==> config.mk <==
export PLATFORM = sky130hd
export DESIGN_NAME = dev_intr_arb
export DESIGN_NICKNAME = d
export VERILOG_FILES = /design/src/rtl/ks10_intr_pkg.sv /design/src/rtl/intr_src.sv /design/src/rtl/dev_intr_arb.sv
export SDC_FILE = /design/constraint.sdc
export NUM_CORES = 1
export LEC_CHECK = 0
export CAP_MARGIN = 5
export CORE_MARGIN = 2
export CORE_UTILIZATION = 53
export DETAILED_ROUTE_END_ITERATION = 7
export PLACE_DENSITY = 0.82
export RECOVER_POWER = 100
export SLEW_MARGIN = 10
export SYNTH_ARGS = -nofsm -noshare
export SYNTH_HDL_FRONTEND = slang
export SYNTH_SLANG_ARGS = --single-unit
==> constraint.sdc <==
create_clock -name clk -period 2.65 [get_ports clk]
set_input_delay 0.53 -clock clk [delete_from_list [all_inputs] [get_ports clk]]
set_output_delay 0.53 -clock clk [all_outputs]
set_load 0.03 [all_outputs]
==> src/rtl/ks10_intr_pkg.sv <==
// Shared state types and winner-selection helpers for dev_intr_arb.
// No ports: package imported by intr_src and dev_intr_arb.
package ks10_intr_pkg;

    localparam int MAXSRC = 16;

    typedef enum logic [1:0] {
        SRC_IDLE,
        SRC_ACT,
        SRC_WAIT,
        SRC_DONE
    } srcstate_t;

    typedef enum logic [1:0] {
        ARB_IDLE,
        ARB_VECTREAD,
        ARB_VECTCLR,
        ARB_SRCDONE
    } arbstate_t;

    // Lowest set index wins; returns 0 when nothing is requesting.
    function automatic logic [3:0] pick_fixed(
        input logic [MAXSRC-1:0] req
    );
        logic [3:0] sel;
        sel = '0;
        for (int k = MAXSRC - 1; k >= 0; k--) begin
            if (req[k])
                sel = 4'(k);
        end
        return sel;
    endfunction

    // First set index at or after ptr, wrapping modulo n.
    function automatic logic [3:0] pick_rr(
        input logic [MAXSRC-1:0] req,
        input logic [3:0]        ptr,
        input logic [4:0]        n
    );
        logic [3:0] sel;
        logic       found;
        logic [4:0] idx;
        sel   = '0;
        found = 1'b0;
        for (int k = 0; k < MAXSRC; k++) begin
            idx = {1'b0, ptr} + 5'(k);
            if (idx >= n)
                idx = idx - n;
            if ((5'(k) < n) && !found && req[idx[3:0]]) begin
                sel   = idx[3:0];
                found = 1'b1;
            end
        end
        return sel;
    endfunction

endpackage

==> src/rtl/intr_src.sv <==
// One interrupt source: arms on rdy&ie, cleared by arbiter, re-arms after done.
// Ports: clk, rst, clr, ie, rdy, done, srcclr in; intr, isACT out.
module intr_src
    import ks10_intr_pkg::*;
(
    input  logic clk,
    input  logic rst,
    input  logic clr,
    input  logic ie,
    input  logic rdy,
    input  logic done,
    input  logic srcclr,
    output logic intr,
    output logic isACT
);

    srcstate_t state;
    srcstate_t state_n;

    always_ff @(posedge clk or posedge rst) begin
        if (rst)
            state <= SRC_IDLE;
        else if (clr)
            state <= SRC_IDLE;
        else
            state <= state_n;
    end

    // done is only honoured once the vector has been taken, and must
    // drop again before a new rdy can re-arm the source.
    always_comb begin
        state_n = state;
        unique case (state)
            SRC_IDLE: if (rdy && ie)  state_n = SRC_ACT;
            SRC_ACT:  if (srcclr)     state_n = SRC_WAIT;
            SRC_WAIT: if (done)       state_n = SRC_DONE;
            SRC_DONE: if (!done)      state_n = SRC_IDLE;
            default:                  state_n = SRC_IDLE;
        endcase
    end

    assign isACT = (state == SRC_ACT);
    assign intr  = isACT && ie;

endmodule

==> src/rtl/dev_intr_arb.sv <==
// N-source Unibus device interrupt controller with fixed/round-robin arbiter.
// Ports: clk, rst, clr, iack, ie[N], rdy[N], done[N] in;
//        intr[N], intrREQ, vecVALID, vecSEL[SELW] out.
module dev_intr_arb
    import ks10_intr_pkg::*;
#(
    parameter  int NSRC    = 2,
    parameter  int RR_MODE = 0,
    localparam int SELW    = ($clog2(NSRC) > 1) ? $clog2(NSRC) : 1
) (
    input  logic            clk,
    input  logic            rst,
    input  logic            clr,
    input  logic            iack,
    input  logic [NSRC-1:0] ie,
    input  logic [NSRC-1:0] rdy,
    input  logic [NSRC-1:0] done,
    output logic [NSRC-1:0] intr,
    output logic            intrREQ,
    output logic            vecVALID,
    output logic [SELW-1:0] vecSEL
);

    arbstate_t       state;
    arbstate_t       state_n;
    logic [SELW-1:0] ptr;
    logic [SELW-1:0] ptr_n;
    logic [SELW-1:0] sel_n;
    logic            valid_n;
    logic [SELW-1:0] pick;
    logic [SELW-1:0] sel_inc;
    logic [NSRC-1:0] act;
    logic [NSRC-1:0] srcclr;
    logic [MAXSRC-1:0] req;
    logic [3:0]      ptr4;

    for (genvar g = 0; g < NSRC; g++) begin : g_src
        intr_src u_src (
            .clk    (clk),
            .rst    (rst),
            .clr    (clr),
            .ie     (ie[g]),
            .rdy    (rdy[g]),
            .done   (done[g]),
            .srcclr (srcclr[g]),
            .intr   (intr[g]),
            .isACT  (act[g])
        );
    end

    assign intrREQ = |intr;

    always_comb begin
        req            = '0;
        req[NSRC-1:0]  = intr;
        ptr4           = '0;
        ptr4[SELW-1:0] = ptr;
        if (RR_MODE != 0)
            pick = SELW'(pick_rr(req, ptr4, 5'(NSRC)));
        else
            pick = SELW'(pick_fixed(req));
    end

    assign sel_inc = (vecSEL == SELW'(NSRC - 1)) ? '0
                                                 : vecSEL + SELW'(1);

    always_comb begin
        srcclr = '0;
        if (state == ARB_SRCDONE) begin
            for (int i = 0; i < NSRC; i++)
                srcclr[i] = (vecSEL == SELW'(i));
        end
    end

    always_ff @(posedge clk or posedge rst) begin
        if (rst) begin
            state    <= ARB_IDLE;
            vecSEL   <= '0;
            vecVALID <= 1'b0;
            ptr      <= '0;
        end else if (clr) begin
            state    <= ARB_IDLE;
            vecSEL   <= '0;
            vecVALID <= 1'b0;
            ptr      <= '0;
        end else begin
            state    <= state_n;
            vecSEL   <= sel_n;
            vecVALID <= valid_n;
            ptr      <= ptr_n;
        end
    end

    // Selection tracks intr until iack; a masked-off or absent request
    // leaves the previous pick in place.
    always_comb begin
        state_n = state;
        sel_n   = vecSEL;
        valid_n = vecVALID;
        ptr_n   = ptr;
        unique case (state)
            ARB_IDLE: begin
                if (|act) begin
                    state_n = ARB_VECTREAD;
                    valid_n = 1'b0;
                end
            end
            ARB_VECTREAD: begin
                if (iack) begin
                    state_n = ARB_VECTCLR;
                end else if (|intr) begin
                    sel_n   = pick;
                    valid_n = 1'b1;
                end
            end
            ARB_VECTCLR: begin
                if (!iack)
                    state_n = vecVALID ? ARB_SRCDONE : ARB_IDLE;
            end
            ARB_SRCDONE: begin
                ptr_n = sel_inc;
                // The source being cleared still reads ACT this cycle.
                if (|(act & ~srcclr)) begin
                    state_n = ARB_VECTREAD;
                    valid_n = 1'b0;
                end else begin
                    state_n = ARB_IDLE;
                end
            end
            default: state_n = ARB_IDLE;
        endcase
    end

endmodule
[After elaboration in Yosys (flattened, before gate mapping)]
Cells that the tools add are included.
Operators by class
  $add $sub $neg: 0
  $mul: 0
  divide/modulo/power cells: 0
  $lt $le $gt $ge: 0
  equal/unequal tests: 24
  shift-type cells: 0
  multiplexer cells: 32
  bitwise operators: 3
  reduce and logical (&&, ||, !) cells: 18
Operators with widths (number)
  $ne 3x3->1 const B: 11
  $mux 2: 16
  $pmux 2 s4: 3
  $eq 2x2->1 const B: 6
  $mux 1: 12
  $ne 3x2->1 const B: 3
  $reduce_and 4->1: 2
  $eq 2x1->1 const B: 3
  $logic_not 2->1: 3
  $reduce_and 3->1: 2
  $reduce_or 2->1: 3
  $reduce_and 5->1: 1
  $logic_and 1x1->1: 4
  $reduce_bool 2->1: 2
  $reduce_bool 4->1: 1
  $pmux 1 s3: 1
  $and 2x2->2: 1
  $ne 2x2->1 const B: 1
  $not 2->2: 1
  $not 1->1: 1
Word-level totals
  bits in registers: 8
  bits in latches: 0
  bits in writable memories: 0
  bits in read-only memories: 0
  output and inout port bits: 5
  logic and storage cells: 82
  memories kept: 0

[Depth between registers and ports, before layout]
Gate-level depths: netlist (run 1).
  depth after elaboration: 8
  mapped depth: 6
  mapped depth without buffers: 6

[Modules after synthesis]
Synthesis (run 1) repeated with hierarchy kept, for this count alone.
Unflattened totals
  cells, all modules: 75
  area total of the unflattened synthesis: 726.9 um^2
By module, submodules not included
  intr_src: instances 2, cells an instance 20, area each 195.2 um^2, sequential area each 50.0 um^2
  dev_intr_arb: instances 1, cells an instance 35, area each 336.6 um^2, sequential area each 100.1 um^2

[Least setup slack after synthesis (run 1)]
No wires, ideal clock.
  path type: register to output
  from: register g_src[1].u_src.state[1]
  to: output port intrREQ
  arrival time: 1.015 ns
  data required time: 2.120 ns
  setup slack: 1.105 ns
  stages on the path, launching flop included: 5
  path through: dfrtp_1 -> inv_1 -> ha_1 -> nand2_1 -> nand2_1
Between the ends
  longest elaborated chain between the ends: 3
RTL lines
  from (decl): line intr_src.sv:17  | srcstate_t state;
  from (signal assigned): line intr_src.sv:26  | state <= state_n;
  $eq 2x1->1: line intr_src.sv:42  | assign isACT = (state == SRC_ACT);
  $logic_and 1x1->1: line intr_src.sv:43  | assign intr = isACT && ie;
  $reduce_or 2->1: line dev_intr_arb.sv:51  | assign intrREQ = |intr;
  to (decl): line dev_intr_arb.sv:19  | output logic intrREQ,
No other way between the ends.

[Worst setup path in the final report (run 1)]
  from: input port ie[1]
  to: output port intr[1]
Between the ends
  longest elaborated chain between the ends: 1
RTL lines
  from (decl): line dev_intr_arb.sv:15  | input logic [NSRC-1:0] ie,
  $logic_and 1x1->1: line intr_src.sv:43
  to (decl): line dev_intr_arb.sv:18  | output logic [NSRC-1:0] intr,
No other way between the ends.

==> impl_metrics.json, run 1 <==
{
  "path_delay_family": "buffers and inverters",
  "min_delay_path_depth": 2,
  "antenna_left": 0,
  "timing.hold.worst.class": "register to register",
  "outcome": "completed",
  "first_drt_iteration_drcs": 8,
  "ctsHoldBuffers": 0,
  "place.gp.congestion": 0.690,
  "seq_area_frac_synth": 0.273,
  "crit_required_ns": 2.12,
  "reg2regPathDepth": 6,
  "design.die.area_um2": 1700,
  "via_count": 544,
  "clk_pin_slew_worst_paths_ns": 0.05,
  "rsz0062_at_grt": "no",
  "clock-skew-final_ns": 0.00114,
  "final-hold-violation-count": 0,
  "grt_pass1_vias": 492,
  "largest_net_degree_at_the_start_of_global_routing": 10,
  "crit_path_start_kind": "input port",
  "report.final.setup_viol": 0,
  "total_routed_length_um": 1370,
  "synth_area_um2": 734,
  "cpPeakStageDelay_ns": 0.73,
  "synth.distinct_cells": 24,
  "detail_route.wl_per_cell_um": 13.2,
  "clk_path_buf_depth": 2,
  "grt-ovfl-total": 0,
  "vdd_drop_max_mv": 0.445,
  "floorplan.io_pins": 15,
  "cts_sinks": 8,
  "grt_antenna_before_repair": 0,
  "syn_inst": 75,
  "multi_input_combinational_cell_area_um2": 433,
  "port_buffers": 14,
  "dp_hpwl_um": 1140,
  "register_area_um2": 200,
  "max_slew.worst_pin.slew_ns": 0.589,
  "ctsResizeCount": 0,
  "post_route_cells_drive_above_1_share": 0.0787,
  "first_pass_iters": 4,
  "layout_common_cells": "sky130_fd_sc_hd__ha_1, sky130_fd_sc_hd__inv_1, sky130_fd_sc_hd__dfrtp_1, sky130_fd_sc_hd__dlygate4sd3_1",
  "core_area_um2": 1300,
  "timing.final.crit_period_ns": 2.47,
  "synthToLayoutAreaGrowth_pct": 16.0,
  "finalWorstSetupSlack_ns": 0.181,
  "filler_cells_inserted": 106,
  "criticalPathCategory": "input port to output port",
  "final_max_slew_viol_count": 0,
  "post_cts_setup_buffers": 0,
  "timing.critical_path.to_type": "output port",
  "ys_seq_elements": 8,
  "power.total_w": 0.000721,
  "syn_nets": 98,
  "core.rowCount": 13,
  "die_y_um": 41.2,
  "ctsHtreeMaxLevel": 1,
  "nNetsFinal": 114,
  "vias_per_cell": 5.23,
  "cts-buffers-inserted": 3,
  "setup_ws_pre_cts_ns": 0.238,
  "clk_latency_ns": 0.25,
  "starting_utilization_of_the_core_area": 0.564,
  "critPathArrivalTime_ns": 1.94,
  "crit_path_top_delay_cell": "sky130_fd_sc_hd__dlygate4sd3_1",
  "final_critical_path_share_of_the_clock_period": 0.932,
  "slew_headroom": 0.607,
  "cp_num_cells": 4,
  "first_pass_grt_wire_length_um": 2070,
  "crit_path_max_fanout": 3,
  "cts_tree": "yes",
  "tns_ns": 0,
  "timing.critical_path.buf_inv": 3,
  "drcViolationCount": 0,
  "p_leak_nw": 0.413,
  "final_common_cell": "sky130_fd_sc_hd__ha_1",
  "syn_area_per_cell_um2": 9.79,
  "max_cap_viol_count": 0,
  "synth.yosys.warnings": 0,
  "clockRootBuffer": "sky130_fd_sc_hd__clkbuf_4",
  "die_x_um": 41.2,
  "timing.critical_path.cells": "clkdlybuf4s50_1, nand2_1, inv_1, dlygate4sd3_1",
  "fmaxAchievable_mhz": 405,
  "antenna_cells": 0,
  "global_route.usage.total": 0.200,
  "cellPowerDensity_nw_per_um2": 846
}
-- worst paths after layout --
check,startpoint,endpoint,slack [ns]
max in group asynchronous,rst,vecVALID,1.75
setup / recovery,ie[1],intr[1],0.18
setup reg to reg,g_src[0].u_src.state[0],g_src[0].u_src.state[1],0.70
min in group asynchronous,rst,vecSEL,0.67
hold / removal,g_src[0].u_src.state[1],g_src[0].u_src.state[1],0.60
hold reg to reg,g_src[0].u_src.state[1],g_src[0].u_src.state[1],0.60
-- layout make-up --
| type | count | area share |
|---|---|---|
| Multi-Input combinational cell | 54 | 0.508 |
| Sequential cell | 8 | 0.235 |
| Tap cell | 15 | 0.0220 |
| Timing Repair Buffer | 14 | 0.164 |
| Inverter | 10 | 0.0441 |
| Clock buffer | 3 | 0.0264 |
-- layer usage --
metal  part of all wire  track usage  up-vias
li1                   -            -      281
met4             0.0044       0.0968        0
met3              0.043       0.0326        2
met1               0.46        0.221      243
met2               0.50        0.363       18
met5                  0            0        -
-- tightest hold or removal path: stages, from the launching register on --
cell	delay (ns)
sky130_fd_sc_hd__dfrtp_1	0.38
sky130_fd_sc_hd__mux2i_1	0.09
sky130_fd_sc_hd__nor2_1	0.09
-- logic make-up after synthesis --
logic type      share of synthesized area
compound gates                      0.193
xor+xnor                           0.0119
fa+ha+maj                           0.221
buf+inv                            0.0784
flops                               0.273
mux                                0.0818
simple gates                        0.141
-- power breakdown --
part	switching (W)	leakage [nW]	internal [W]	total, W
clock network	0.0000386	0.0138	0.0000516	0.0000902
registers	0.0000453	0.108	0.000161	0.000206
logic	0.000240	0.292	0.000185	0.000424
-- state kept, by name, summed over array words and instances, names as in the netlist --
name               count
g_src.u_src.state      4
state                  2
vecSEL                 1
vecVALID               1
-- metrics by stage --
stage	std cells	utilization	hold WS (ns)	instance area (µm²)
4_1_cts	104	0.688	0.528	896
3_3_place_gp	101	0.671	0.575	873
5_1_grt	104	0.655	0.642	852
2_1_floorplan	75	-	0.346	734
6_report	104	0.655	0.597	852
3_5_place_dp	101	0.671	0.587	873
-- Yosys cell counts --
| master | count | area (µm²) |
|---|---|---|
| sky130_fd_sc_hd__buf_4 | 2 | 15.0 |
| sky130_fd_sc_hd__nor3b_1 | 1 | 7.51 |
| sky130_fd_sc_hd__a211oi_1 | 1 | 7.51 |
| sky130_fd_sc_hd__nand3_1 | 2 | 10.0 |
| sky130_fd_sc_hd__xnor2_1 | 1 | 8.76 |
| sky130_fd_sc_hd__a22oi_1 | 1 | 7.51 |
| sky130_fd_sc_hd__nand2_1 | 7 | 26.3 |
| sky130_fd_sc_hd__a31oi_1 | 2 | 12.5 |
| sky130_fd_sc_hd__a211oi_2 | 2 | 25.0 |
| sky130_fd_sc_hd__dfrtp_1 | 8 | 200 |
| sky130_fd_sc_hd__a311oi_1 | 1 | 8.76 |
| sky130_fd_sc_hd__a21oi_1 | 4 | 20.0 |
| sky130_fd_sc_hd__mux2_4 | 2 | 30.0 |
| sky130_fd_sc_hd__nor2b_1 | 1 | 6.26 |
| sky130_fd_sc_hd__mux2i_1 | 3 | 30.0 |
| sky130_fd_sc_hd__a221oi_4 | 2 | 52.6 |
| sky130_fd_sc_hd__or2b_1 | 1 | 7.51 |
| sky130_fd_sc_hd__nand2b_4 | 1 | 13.8 |
| sky130_fd_sc_hd__a21o_1 | 1 | 7.51 |
| sky130_fd_sc_hd__buf_2 | 1 | 5.00 |
| sky130_fd_sc_hd__ha_1 | 13 | 163 |
| sky130_fd_sc_hd__nor2_1 | 7 | 26.3 |
| sky130_fd_sc_hd__nand2_2 | 1 | 6.26 |
| sky130_fd_sc_hd__inv_1 | 10 | 37.5 |
Power figures use the tool's default switching activity.
==> run 2: changes to the inputs <==
--- a/config.mk
+++ b/config.mk
@@ -9,6 +9,7 @@
 export CORE_MARGIN = 2
 export CORE_UTILIZATION = 53
 export DETAILED_ROUTE_END_ITERATION = 7
+export HOLD_SLACK_MARGIN = 0.05
 export PLACE_DENSITY = 0.82
 export RECOVER_POWER = 100
 export SLEW_MARGIN = 10
==> results of run 2 <==
Final layout, timing and power as in run 1 (identical DEF).
